===== config.mk =====
export PLATFORM = sky130hd
export DESIGN_NAME = ifu_fetch
export DESIGN_NICKNAME = d
export VERILOG_FILES = /design/src/rtl/ifu_fetch.sv
export SDC_FILE = /design/constraint.sdc
export NUM_CORES = 1
export LEC_CHECK = 0
export CORE_MARGIN = 2
export CORE_UTILIZATION = 51
export CTS_CLUSTER_SIZE = 24
export DETAILED_ROUTE_END_ITERATION = 10
export PLACE_DENSITY = 0.88
export REMOVE_ABC_BUFFERS = 1
export SKIP_CTS_REPAIR_TIMING = 1
export SYNTH_ARGS = -nofsm -noshare
export SYNTH_HDL_FRONTEND = slang
export SYNTH_SLANG_ARGS = --single-unit
export TNS_END_PERCENT = 100

===== constraint.sdc =====
create_clock -name clk -period 4.8 [get_ports clk]
set_input_delay 0.48 -clock clk [delete_from_list [all_inputs] [get_ports clk]]
set_output_delay 0.48 -clock clk [all_outputs]
set_load 0.02 [all_outputs]

===== src/rtl/ifu_fetch.sv =====
`default_nettype none
// ============================================================================
// Module      : ifu_fetch
// Description : Instruction fetch stage. Owns the PC, issues one word read at
//               a time to instruction memory, buffers returned words with
//               their PCs in a small FIFO and hands {inst, pc} to decode.
//               Supports redirect with flush and a sticky halt.
// Ports       : clk, rst_n          - clock, synchronous active-low reset
//               imem_req_*          - fetch request (valid/ready, addr)
//               imem_rsp_*          - fetch response (valid, data)
//               inst_valid/ready    - decode handshake, inst / inst_pc payload
//               redirect_valid/pc   - load new PC and flush
//               halt                - stop fetching until reset
//               busy                - request outstanding or FIFO non-empty
// Revision    : 1.0 - initial release
// ============================================================================
module ifu_fetch #(
    parameter logic [31:0] RESET_PC   = 32'h8000_0000,
    parameter int          FIFO_DEPTH = 2
) (
    input  logic        clk,
    input  logic        rst_n,
    output logic        imem_req_valid,
    output logic [31:0] imem_req_addr,
    input  logic        imem_req_ready,
    input  logic        imem_rsp_valid,
    input  logic [31:0] imem_rsp_data,
    output logic        inst_valid,
    output logic [31:0] inst,
    output logic [31:0] inst_pc,
    input  logic        inst_ready,
    input  logic        redirect_valid,
    input  logic [31:0] redirect_pc,
    input  logic        halt,
    output logic        busy
);

    localparam int PTR_W = $clog2(FIFO_DEPTH);
    localparam int CNT_W = PTR_W + 1;

    typedef enum logic [1:0] {
        ST_REQ    = 2'd0,
        ST_WAIT   = 2'd1,
        ST_HALTED = 2'd2
    } state_t;

    state_t             r_state;
    logic [31:0]        r_pc;
    logic [31:0]        r_req_pc;
    logic               r_drop;
    logic               r_halted;
    logic [PTR_W-1:0]   r_rd_ptr;
    logic [PTR_W-1:0]   r_wr_ptr;
    logic [CNT_W-1:0]   r_count;
    logic [31:0]        r_mem_inst [FIFO_DEPTH];
    logic [31:0]        r_mem_pc   [FIFO_DEPTH];

    logic               w_outstanding;
    logic [CNT_W-1:0]   w_inflight;
    logic               w_req_fire;
    logic               w_rsp_take;
    logic               w_push;
    logic               w_pop;
    logic               w_halted_nxt;

    // Exactly one request can be in flight, and only while waiting for it.
    assign w_outstanding = (r_state == ST_WAIT);
    assign w_inflight    = r_count + CNT_W'(w_outstanding);
    assign w_halted_nxt  = r_halted | halt;

    // Throttling on count+outstanding guarantees every response has a slot.
    // Gated by rst_n so nothing is requested while reset is held.
    assign imem_req_valid = rst_n && (r_state == ST_REQ) && !r_halted &&
                            (w_inflight < CNT_W'(FIFO_DEPTH));
    assign imem_req_addr  = r_pc;
    assign w_req_fire     = imem_req_valid && imem_req_ready;

    // Responses without an outstanding request are simply ignored.
    assign w_rsp_take = w_outstanding && imem_rsp_valid;
    assign w_push     = w_rsp_take && !r_drop && !redirect_valid;
    assign w_pop      = inst_valid && inst_ready && !redirect_valid;

    assign inst_valid = (r_count != '0);
    assign inst       = inst_valid ? r_mem_inst[r_rd_ptr] : 32'h0;
    assign inst_pc    = inst_valid ? r_mem_pc[r_rd_ptr]   : 32'h0;
    assign busy       = w_outstanding || inst_valid;

    // Control state, PC and FIFO pointers
    always_ff @(posedge clk) begin
        if (!rst_n) begin
            r_state  <= ST_REQ;
            r_pc     <= RESET_PC;
            r_req_pc <= 32'h0;
            r_drop   <= 1'b0;
            r_halted <= 1'b0;
            r_rd_ptr <= '0;
            r_wr_ptr <= '0;
            r_count  <= '0;
        end else begin
            if (halt) begin
                r_halted <= 1'b1;
            end

            case (r_state)
                ST_REQ: begin
                    if (w_req_fire) begin
                        r_req_pc <= r_pc;
                        r_pc     <= r_pc + 32'd4;
                        r_state  <= ST_WAIT;
                    end else if (w_halted_nxt) begin
                        // An unaccepted request is withdrawn on halt.
                        r_state <= ST_HALTED;
                    end
                end
                ST_WAIT: begin
                    if (imem_rsp_valid) begin
                        r_drop  <= 1'b0;
                        r_state <= w_halted_nxt ? ST_HALTED : ST_REQ;
                    end
                end
                ST_HALTED: begin
                    // Only reset leaves this state.
                end
                default: begin
                    r_state <= ST_REQ;
                end
            endcase

            // Redirect overrides the normal PC/state update above.
            if (redirect_valid) begin
                r_pc <= redirect_pc & 32'hFFFF_FFFC;
                if (w_req_fire || (w_outstanding && !imem_rsp_valid)) begin
                    // The reply to a stale request is still to come; eat it.
                    r_drop  <= 1'b1;
                    r_state <= ST_WAIT;
                end else begin
                    // A response arriving now is discarded by the flush,
                    // so there is nothing left to drop.
                    r_drop  <= 1'b0;
                    r_state <= w_halted_nxt ? ST_HALTED : ST_REQ;
                end
            end

            if (redirect_valid) begin
                r_rd_ptr <= '0;
                r_wr_ptr <= '0;
                r_count  <= '0;
            end else begin
                if (w_push) begin
                    r_wr_ptr <= r_wr_ptr + PTR_W'(1);
                end
                if (w_pop) begin
                    r_rd_ptr <= r_rd_ptr + PTR_W'(1);
                end
                case ({w_push, w_pop})
                    2'b10:   r_count <= r_count + CNT_W'(1);
                    2'b01:   r_count <= r_count - CNT_W'(1);
                    default: r_count <= r_count;
                endcase
            end
        end
    end

    // FIFO storage; contents are don't-care while the entry is not counted.
    always_ff @(posedge clk) begin
        if (w_push) begin
            r_mem_inst[r_wr_ptr] <= imem_rsp_data;
            r_mem_pc[r_wr_ptr]   <= r_req_pc;
        end
    end

    a_no_overflow : assert property (@(posedge clk) disable iff (!rst_n)
        !(w_push && !w_pop && (r_count == CNT_W'(FIFO_DEPTH))));

endmodule
`default_nettype wire


Yosys cells after proc, flatten, opt, wreduce, memory -nomap -nowiden. Memories as Yosys holds them, arrays and structs flattened. A register that Yosys moved wholly into a read port is not among the register bits. Cells that the tools add are included.

Register bits: 72. RAM bits: 128. Output and inout bits: 99. Memories kept: 2.

Add/subtract/negate cells: 6. $lt $le $gt $ge: 1. Eq/ne operators: 7. Muxes and demuxes: 23. Bitwise operators: 2. Reduce and logical (&&, ||, !) cells: 28.

Memory list: r_mem_inst (depth 2, bits a word 32, rd ports 1, clocked after Yosys merged registers in 1, write ports 1, line 55) `logic [31:0] r_mem_inst [FIFO_DEPTH];`; r_mem_pc (depth 2, bits a word 32, rd ports 1, clocked after Yosys merged registers in 1, write ports 1, line 56) `logic [31:0] r_mem_pc [FIFO_DEPTH];`.

Operator list (count): 2-to-1 mux 32 bit (5); adder 32 x 3 -> 32 bit (second input constant) (1); 2-to-1 mux 2 bit (6); nonzero test 2 bit (6); logical AND 1 bit (10); 2-to-1 mux 1 bit (10); case mux 2 bit (3 select lines) (1); AND reduction 2 bit (3); equality test 2 x 1 -> 1 bit (second input constant) (2); equality test 2 bit (second input constant) (2); zero test 1 bit (4); != test 4 bit (second input constant) (1); case mux 2 bit (2 select lines) (1); != test 3 bit (second input constant) (1); AND reduction 3 bit (1); adder 1 bit (second input constant) (2); adder 2 x 1 -> 2 bit (1); adder 2 x 1 -> 2 bit (second input constant) (1); zero test 2 bit (1); logical OR 1 bit (2); < comparator 2 bit (second input constant) (1); != test 2 bit (second input constant) (1); OR reduction 2 bit (1); subtractor 2 x 1 -> 2 bit (second input constant) (1); 2 further kinds (2).

Longest topological paths before layout. Gate-level depths: netlist of run 1.

Depth after elaboration: 8. Mapped depth: 8. Mapped depth without buffers: 8.

Worst setup path before layout of run 1. No wires, ideal clock.

Path type: in2reg. Start: input port redirect_valid. End: memory r_mem_inst[0][0] (enable). Arrival: 3745 ps. Data required time: 4318 ps. Path slack: 573 ps. Cell stages on the path: 4. Path buffers: 2. Path through: clkbuf_1 -> or3_1 -> clkbuf_1 -> nor2_1.

Cells in the longest elaborated chain, start to end: 4.

Ends and longest elaborated chain: start, declared (line 32) `input logic redirect_valid,`; zero test 1 bit (line 80) `assign w_push = w_rsp_take && !r_drop && !redirect_valid;`; logical AND 1 bit (line 80); 2-to-1 mux 1 bit (line 166) `if (w_push) begin`; 2-to-1 mux 1 bit (implied by the code) (line 167) `r_mem_inst[r_wr_ptr] <= imem_rsp_data;`; end, declared (line 55).

Every way passes these cells.

Final worst setup path of run 1.
Start: register r_count[0]. End: output port inst_pc[23].

Cells in the longest elaborated chain, start to end: 2.

Ends and longest elaborated chain: start, declared (line 54) `logic [CNT_W-1:0] r_count;`; start signal, assigned (line 156) `2'b10: r_count <= r_count + CNT_W'(1);`; start signal, assigned (line 157) `2'b01: r_count <= r_count - CNT_W'(1);`; start signal, assigned (line 158) `default: r_count <= r_count;`; nonzero test 2 bit (line 83) `assign inst_valid = (r_count != '0);`; 2-to-1 mux 32 bit (line 85) `assign inst_pc = inst_valid ? r_mem_pc[r_rd_ptr] : 32'h0;`; end, declared (line 30) `output logic [31:0] inst_pc,`.

Every way passes these cells.

==> results.py, run 1 <==
metrics = {
    "hold_path": {
        "hold_path.class": "flop to flop",
        "hp-start": "r_req_pc[10]",
    },
    "yosys": {
        "synthArstFlopShare_pct": 0,
        "synth.top_cell.area_share_pct": 47.13,
        "synth_most_common_cell": "edfxtp_1",
        "synth.distinct_cells": 47,
        "synthFlopType": "edfxtp_1",
        "ys_ff_latch": 193,
        "synth-edff-count": 124,
        "ys_warn_count": 0,
        "yosysTopAreaCell": "edfxtp_1",
        "synthTopCellsByArea": "edfxtp_1, dfxtp_1, mux2i_1, nand2_1, nor2_1",
        "synth.yosys.seq_area_share_pct": 64.61,
        "syn_inst": 663,
        "syn_avg_cell_area_um2": 11.92,
        "synth_area_mm2": 0.007901,
        "synth.top_cells.by_count": "edfxtp_1, nand2_1, nor2_1, dfxtp_1, mux2i_1",
    },
    "grt": {
        "grt_pass1_vias": 5395,
        "grt_use_total_pct": 21.17,
        "grt_pass1_wl_mm": 27.01,
        "antenna_found_initial": 0,
        "overflow": 0,
        "grt_max_degree": 71,
    },
    "clock_network": {
        "cts_buffers": 17,
        "cts.clk_slew.worst_paths_ns": 0.07,
        "cts_tree": "built",
        "htree_levels": 4,
        "clock_path_buffers": 2,
        "clock-sinks": 193,
        "clkLatencyLatePin_ns": 0.43,
        "cts-root-buf": "clkbuf_16",
    },
    "worst_setup_path": {
        "crit_fanout": 37,
        "start_kind": "flop",
        "cpPeakStageDelay_ns": 0.59,
        "cp_slowest_cell": "nor2_4",
        "endpoint_kind": "output pin",
        "critical_path_arrival_ns": 2.59,
        "path_delay_family": "buffers and inverters",
        "critPathBufInv": 2,
        "reg2reg_from": "r_state[0]",
        "required_ns": 4.32,
        "cp_cell_sequence": "nor2_4 -> buf_4 -> nor2_1 -> clkdlybuf4s50_1",
        "worstSetupPathType": "flop to output pin",
        "critPathLaunch": "r_count[0]",
    },
    "drt": {
        "wl_per_cell_um": 17.00,
        "vias": 5583,
        "routed_via_density": 5.511,
        "ant_nets": 0,
        "drc": 0,
        "drt-pass1-iter-count": 4,
        "routed_wirelength_mm": 17.22,
        "drt_iter0_markers": 382,
    },
    "power": {
        "power_leakage_nw": 3.252,
        "total_power_mw": 3.410,
        "power_switching_uw": 744.3,
        "p_sw_share_pct": 21.83,
        "internal_power_mw": 2.666,
        "power_frac_seq_pct": 53.6,
        "pwr_density_cell_mw_per_mm2": 331.7,
        "peakVddDrop_mv": 0.2450,
        "p_comb_share_pct": 6.9,
        "clkPwrFrac_pct": 39.5,
    },
    "place": {
        "hpwl_mm": 11.26,
        "gp_congestion": 0.8145,
        "port_buffers": 163,
        "placed_cells": 981,
    },
    "timing": {
        "setup_violations": 0,
        "maxSlewHeadroom_pct": 25.72,
        "period_share_pct": 63.94,
        "fmaxAchievable_ghz": 0.3258,
        "tightest_slew_ns": 1.114,
        "slew_violations": 0,
        "finalSetupTns_ns": 0,
        "rsz0062_at_grt": "no",
        "finalHoldViolCount": 0,
        "finalCriticalPeriod_ns": 3.069,
        "finClkSkew_ns": 0.01171,
        "holdWs_ns": 0.4508,
    },
    "floorplanning": {
        "die_w_um": 128.5,
        "die_h_um": 128.5,
        "fp.dieArea_mm2": 0.01650,
        "core_area_mm2": 0.01515,
        "io_pins": 170,
        "initial_utilization_pct": 52.17,
        "rows": 45,
    },
    "final_layout": {
        "drive_gt1_share_pct": 5.939,
        "synthToLayoutAreaGrowth_pct": 30.10,
        "utilization_pct": 67.87,
        "final_cells": 1013,
        "diodes": 0,
        "finalNetCount": 885,
    },
    "flow_run": {
        "drv_cap": 0,
    },
    "outcome": {
        "outcome": "completed",
    },
}
-- worst register-to-register path: stages, from the launching register on --
cell and delay [ns]:
dfxtp_1 0.38, nor4_4 0.41, nand2_1 0.46, or4_1 0.79
or4_1 0.44, a31oi_1 0.15
-- path summary, 6_finish.rpt --
kind	endpoint	slack (ns)	cells past startpoint
max	inst_pc[23]	1.73	4
min	r_mem_pc[1][10]	0.45	0
max reg2reg	imem_req_addr[21]	2.09	5
min reg2reg	r_mem_pc[1][10]	0.45	0
-- power groups by stage --
| stage | combinational [mW] | clock [mW] | sequential [mW] |
|---|---|---|---|
| floorplan | 0.0772 | 0 | 1.88 |
| global placement | 0.229 | 0 | 1.86 |
| global route | 0.253 | 1.44 | 1.83 |
| CTS | 0.236 | 1.37 | 1.83 |
| detailed placement | 0.234 | 0 | 1.86 |
| finish | 0.235 | 1.35 | 1.83 |
-- stage by stage --
step                worst slack (ns)  cell area, um^2
global placement               1.770             9704
floorplan                     0.7749             7731
detailed placement             1.737             9704
finish                         1.731            10280
global route                   1.573            10280
CTS                            1.662            10280
-- final cells by class --
| type | instances | area [um^2] |
|---|---|---|
| Clock buffer | 21 | 504.2 |
| Clock inverter | 11 | 71.32 |
| Fill cell | 1098 | 4866 |
| Inverter | 6 | 22.52 |
| Multi-Input combinational cell | 423 | 2626 |
| Sequential cell | 193 | 5109 |
| Tap cell | 188 | 235.2 |
| Timing Repair Buffer | 171 | 1712 |
-- kinds of logic (layout without fill, tap and decap cells) --
| family | after synthesis | after routing | synth area share, % |
|---|---|---|---|
| flops | 193 | 193 | 64.61 |
| compound gates | 102 | 102 | 8.440 |
| xor+xnor | 18 | 18 | 1.995 |
| other cells | 1 | 4 | 0.04746 |
| buf+inv | 50 | 209 | 2.581 |
| mux | 64 | 64 | 8.108 |
| simple gates | 233 | 233 | 13.90 |
| fa+ha+maj | 2 | 2 | 0.3167 |
-- placed cells by master, fill, tap and decap left out, types with 2 or more instances in the layout --
cell             Yosys  final
a211oi_1             3      3
a21boi_0            30     30
a21oi_1             14     14
a22o_1               2      2
a31oi_1              7      7
and2_1               6      7
and3_1               6      6
and4_1               2      2
buf_12               0      2
buf_4                4      6
clkbuf_16            0     20
clkdlybuf4s50_1      0    162
clkinv_2             0      3
clkinv_4             0      2
conb_1               1      4
dfxtp_1             69     68
edfxtp_1           124    124
ha_1                 2      2
inv_1                6      6
inv_4                0      3
mux2i_1             64     64
nand2_1             77     77
nand2b_1             4      4
nand3_1             13     13
nand4_1              9      9
nor2_1              77     74
nor2_4               0      3
nor2b_1              6      6
nor3_1               4      4
nor4_1               9      9
o21ai_0             31     31
o311a_1              3      3
o31a_1               2      2
o31ai_1              6      6
or2_2                2      2
or3_1                4      4
or4_1                6      6
xnor2_1             11     11
xor2_1               7      7
-- routing by layer --
metal / track usage, % / wire length, um
met5: 0 / 0
met4: 7.434 / 303
met3: 4.740 / 889
met2: 35.73 / 8759
met1: 27.10 / 7270
-- registers in the layout (all words and copies together), names as in the netlist, named ones only --
name,count
r_drop,1
r_wr_ptr,1
r_mem_inst,64
r_req_pc,30
imem_req_addr,30
r_count,2
r_halted,1
r_rd_ptr,1
r_mem_pc,60
r_state,2
Power figures use the tool's default switching activity.
==> run 2, diff against run 1 <==
--- a/config.mk
+++ b/config.mk
@@ -6,10 +6,10 @@
 export NUM_CORES = 1
 export LEC_CHECK = 0
 export CORE_MARGIN = 2
-export CORE_UTILIZATION = 51
+export CORE_UTILIZATION = 46
 export CTS_CLUSTER_SIZE = 24
 export DETAILED_ROUTE_END_ITERATION = 10
-export PLACE_DENSITY = 0.88
+export PLACE_DENSITY = 0.84
 export REMOVE_ABC_BUFFERS = 1
 export SKIP_CTS_REPAIR_TIMING = 1
 export SYNTH_ARGS = -nofsm -noshare
==> constraint.sdc (replaced) <==
create_clock -name clk -period 2.5 [get_ports clk]
set_input_delay 0.25 -clock clk [delete_from_list [all_inputs] [get_ports clk]]
set_output_delay 0.25 -clock clk [all_outputs]
set_load 0.02 [all_outputs]
==> results.py, run 2 (synthesis gave the netlist of run 1 again) <==
metrics = {
    "drt": {
        "routed_via_density": 5.237,
        "top_layer": "met4",
        "drt_iter0_markers": 381,
        "wl_per_cell_um": 16.79,
        "drc": 0,
        "wl_met3_mm": 1.084,
        "wl_met2_mm": 9.117,
        "ant_nets": 0,
        "drt-met1-wl_mm": 7.474,
        "drt-pass1-iter-count": 5,
        "routed_wirelength_mm": 17.90,
        "vias": 5583,
    },
    "floorplanning": {
        "rows": 47,
        "die_w_um": 135.1,
        "io_pins": 170,
        "initial_utilization_pct": 47.31,
        "fp.dieArea_mm2": 0.01824,
        "core_area_mm2": 0.01670,
        "die_h_um": 135.1,
    },
    "worst_setup_path": {
        "required_ns": 2.87,
        "crit_fanout": 7,
        "endpoint_kind": "flop",
        "worstSetupPathType": "flop to flop",
        "critical_path_arrival_ns": 2.76,
        "start_kind": "flop",
    },
    "power": {
        "p_sw_share_pct": 21.88,
        "power_frac_seq_pct": 51.9,
        "p_comb_share_pct": 7.2,
        "power_switching_mw": 1.476,
        "internal_power_mw": 5.269,
        "pwr_density_cell_mw_per_mm2": 638.3,
        "clkPwrFrac_pct": 41.0,
        "power_leakage_nw": 3.381,
        "peakVddDrop_mv": 0.4912,
    },
    "grt": {
        "grt_pass1_vias": 5420,
        "grt_pass1_wl_mm": 27.77,
        "grt_max_degree": 70,
        "antenna_found_initial": 0,
        "grt_use_total_pct": 19.77,
        "overflow": 0,
    },
    "final_layout": {
        "diodes": 0,
        "fin_area_mm2": 0.01057,
        "final_cells": 1066,
        "drive_gt1_share_pct": 8.747,
        "reg_top3": "r_mem_inst: 64 flops, r_mem_pc: 60 flops",
        "layout_common_cells": "clkdlybuf4s50_1, edfxtp_1, nand2_1, nor2_1, dfxtp_1",
        "final_common_cell": "clkdlybuf4s50_1",
        "register_area_mm2": 0.005110,
        "utilization_pct": 63.28,
        "synthToLayoutAreaGrowth_pct": 33.74,
        "multi_input_area_mm2": 0.002630,
        "finalNetCount": 906,
        "top_register": "r_mem_inst",
        "n_fill_cell": 1311,
        "largest_register_ffs": 64,
    },
    "hold_path": {
        "hold_path.class": "primary input to flop",
    },
    "timing": {
        "finalSetupTns_ns": 0,
        "setup_violations": 0,
        "finClkSkew_ns": 0.01227,
        "finalCriticalPeriod_ns": 2.394,
        "finalHoldViolCount": 0,
        "tightest_slew_ns": 0.6056,
        "fmaxAchievable_ghz": 0.4177,
        "maxSlewHeadroom_pct": 59.63,
        "slew_violations": 0,
        "rsz0062_at_grt": "no",
        "period_share_pct": 95.77,
    },
    "clock_network": {
        "clock-sinks": 193,
        "cts-root-buf": "clkbuf_16",
        "cts.clk_slew.worst_paths_ns": 0.07,
        "clkLatencyLatePin_ns": 0.43,
        "htree_levels": 4,
        "cts_tree": "built",
        "clock_path_buffers": 2,
        "cts_buffers": 17,
    },
    "place": {
        "post_dp_cell_area_mm2": 0.009945,
        "gp_congestion": 0.8352,
        "port_buffers": 163,
        "placed_cells": 1033,
        "hpwl_mm": 11.85,
    },
    "flow_run": {
        "drv_cap": 0,
    },
    "outcome": {
        "outcome": "completed",
    },
}
run 2: final cells by class:
cell class	instances	share of cell area, %
Clock buffer	17	4.026
Inverter	6	0.2131
Multi-Input combinational cell	423	24.89
Sequential cell	193	48.35
Timing Repair Buffer	192	18.20
Clock inverter	15	1.717
Tap cell	220	2.605
run 2: through the flow:
stage	total power [mW]	setup WS, ns	hold WS, ns
after CTS	6.798	0.05432	0.3837
after floorplan	3.752	-1.495	0.3489
final	6.745	0.1057	0.4019
after global placement	4.038	0.1143	0.4294
after detailed placement	4.049	0.07777	0.4378
after global routing	6.977	0.01305	0.3858
run 2: path summary, 6_finish.rpt:
kind	startpoint	to	slack (ns)	depth (start not counted)
worst max-delay path	imem_req_addr[17]	imem_req_addr[24]	0.11	5
worst min-delay path	imem_rsp_data[19]	r_mem_inst[1][19]	0.40	1
worst max register to register	imem_req_addr[17]	imem_req_addr[24]	0.11	5
worst min register to register	r_req_pc[12]	r_mem_pc[0][12]	0.45	0
run 2: power by group through the flow:
stage | Clock (mW) | Combinational [mW] | Sequential, mW
floorplan | 0 | 0.148 | 3.60
global route | 2.95 | 0.521 | 3.51
finish | 2.76 | 0.484 | 3.50
global placement | 0 | 0.474 | 3.56
detailed placement | 0 | 0.481 | 3.57
CTS | 2.82 | 0.485 | 3.50
run 2: worst max-delay path, stage by stage, from the launching register on:
cell and delay, ns:
dfxtp_1 0.42, nand4_2 0.21, or4_1 0.63, or4_4 0.47, or4b_1 0.49, nand3_1 0.10
run 2: layer usage:
metal | vias to the layer above | track usage [%]
li1 | 2726 | -
met1 | 2674 | 24.56
met2 | 164 | 33.84
met3 | 19 | 5.893
met4 | 0 | 5.208
met5 | - | 0
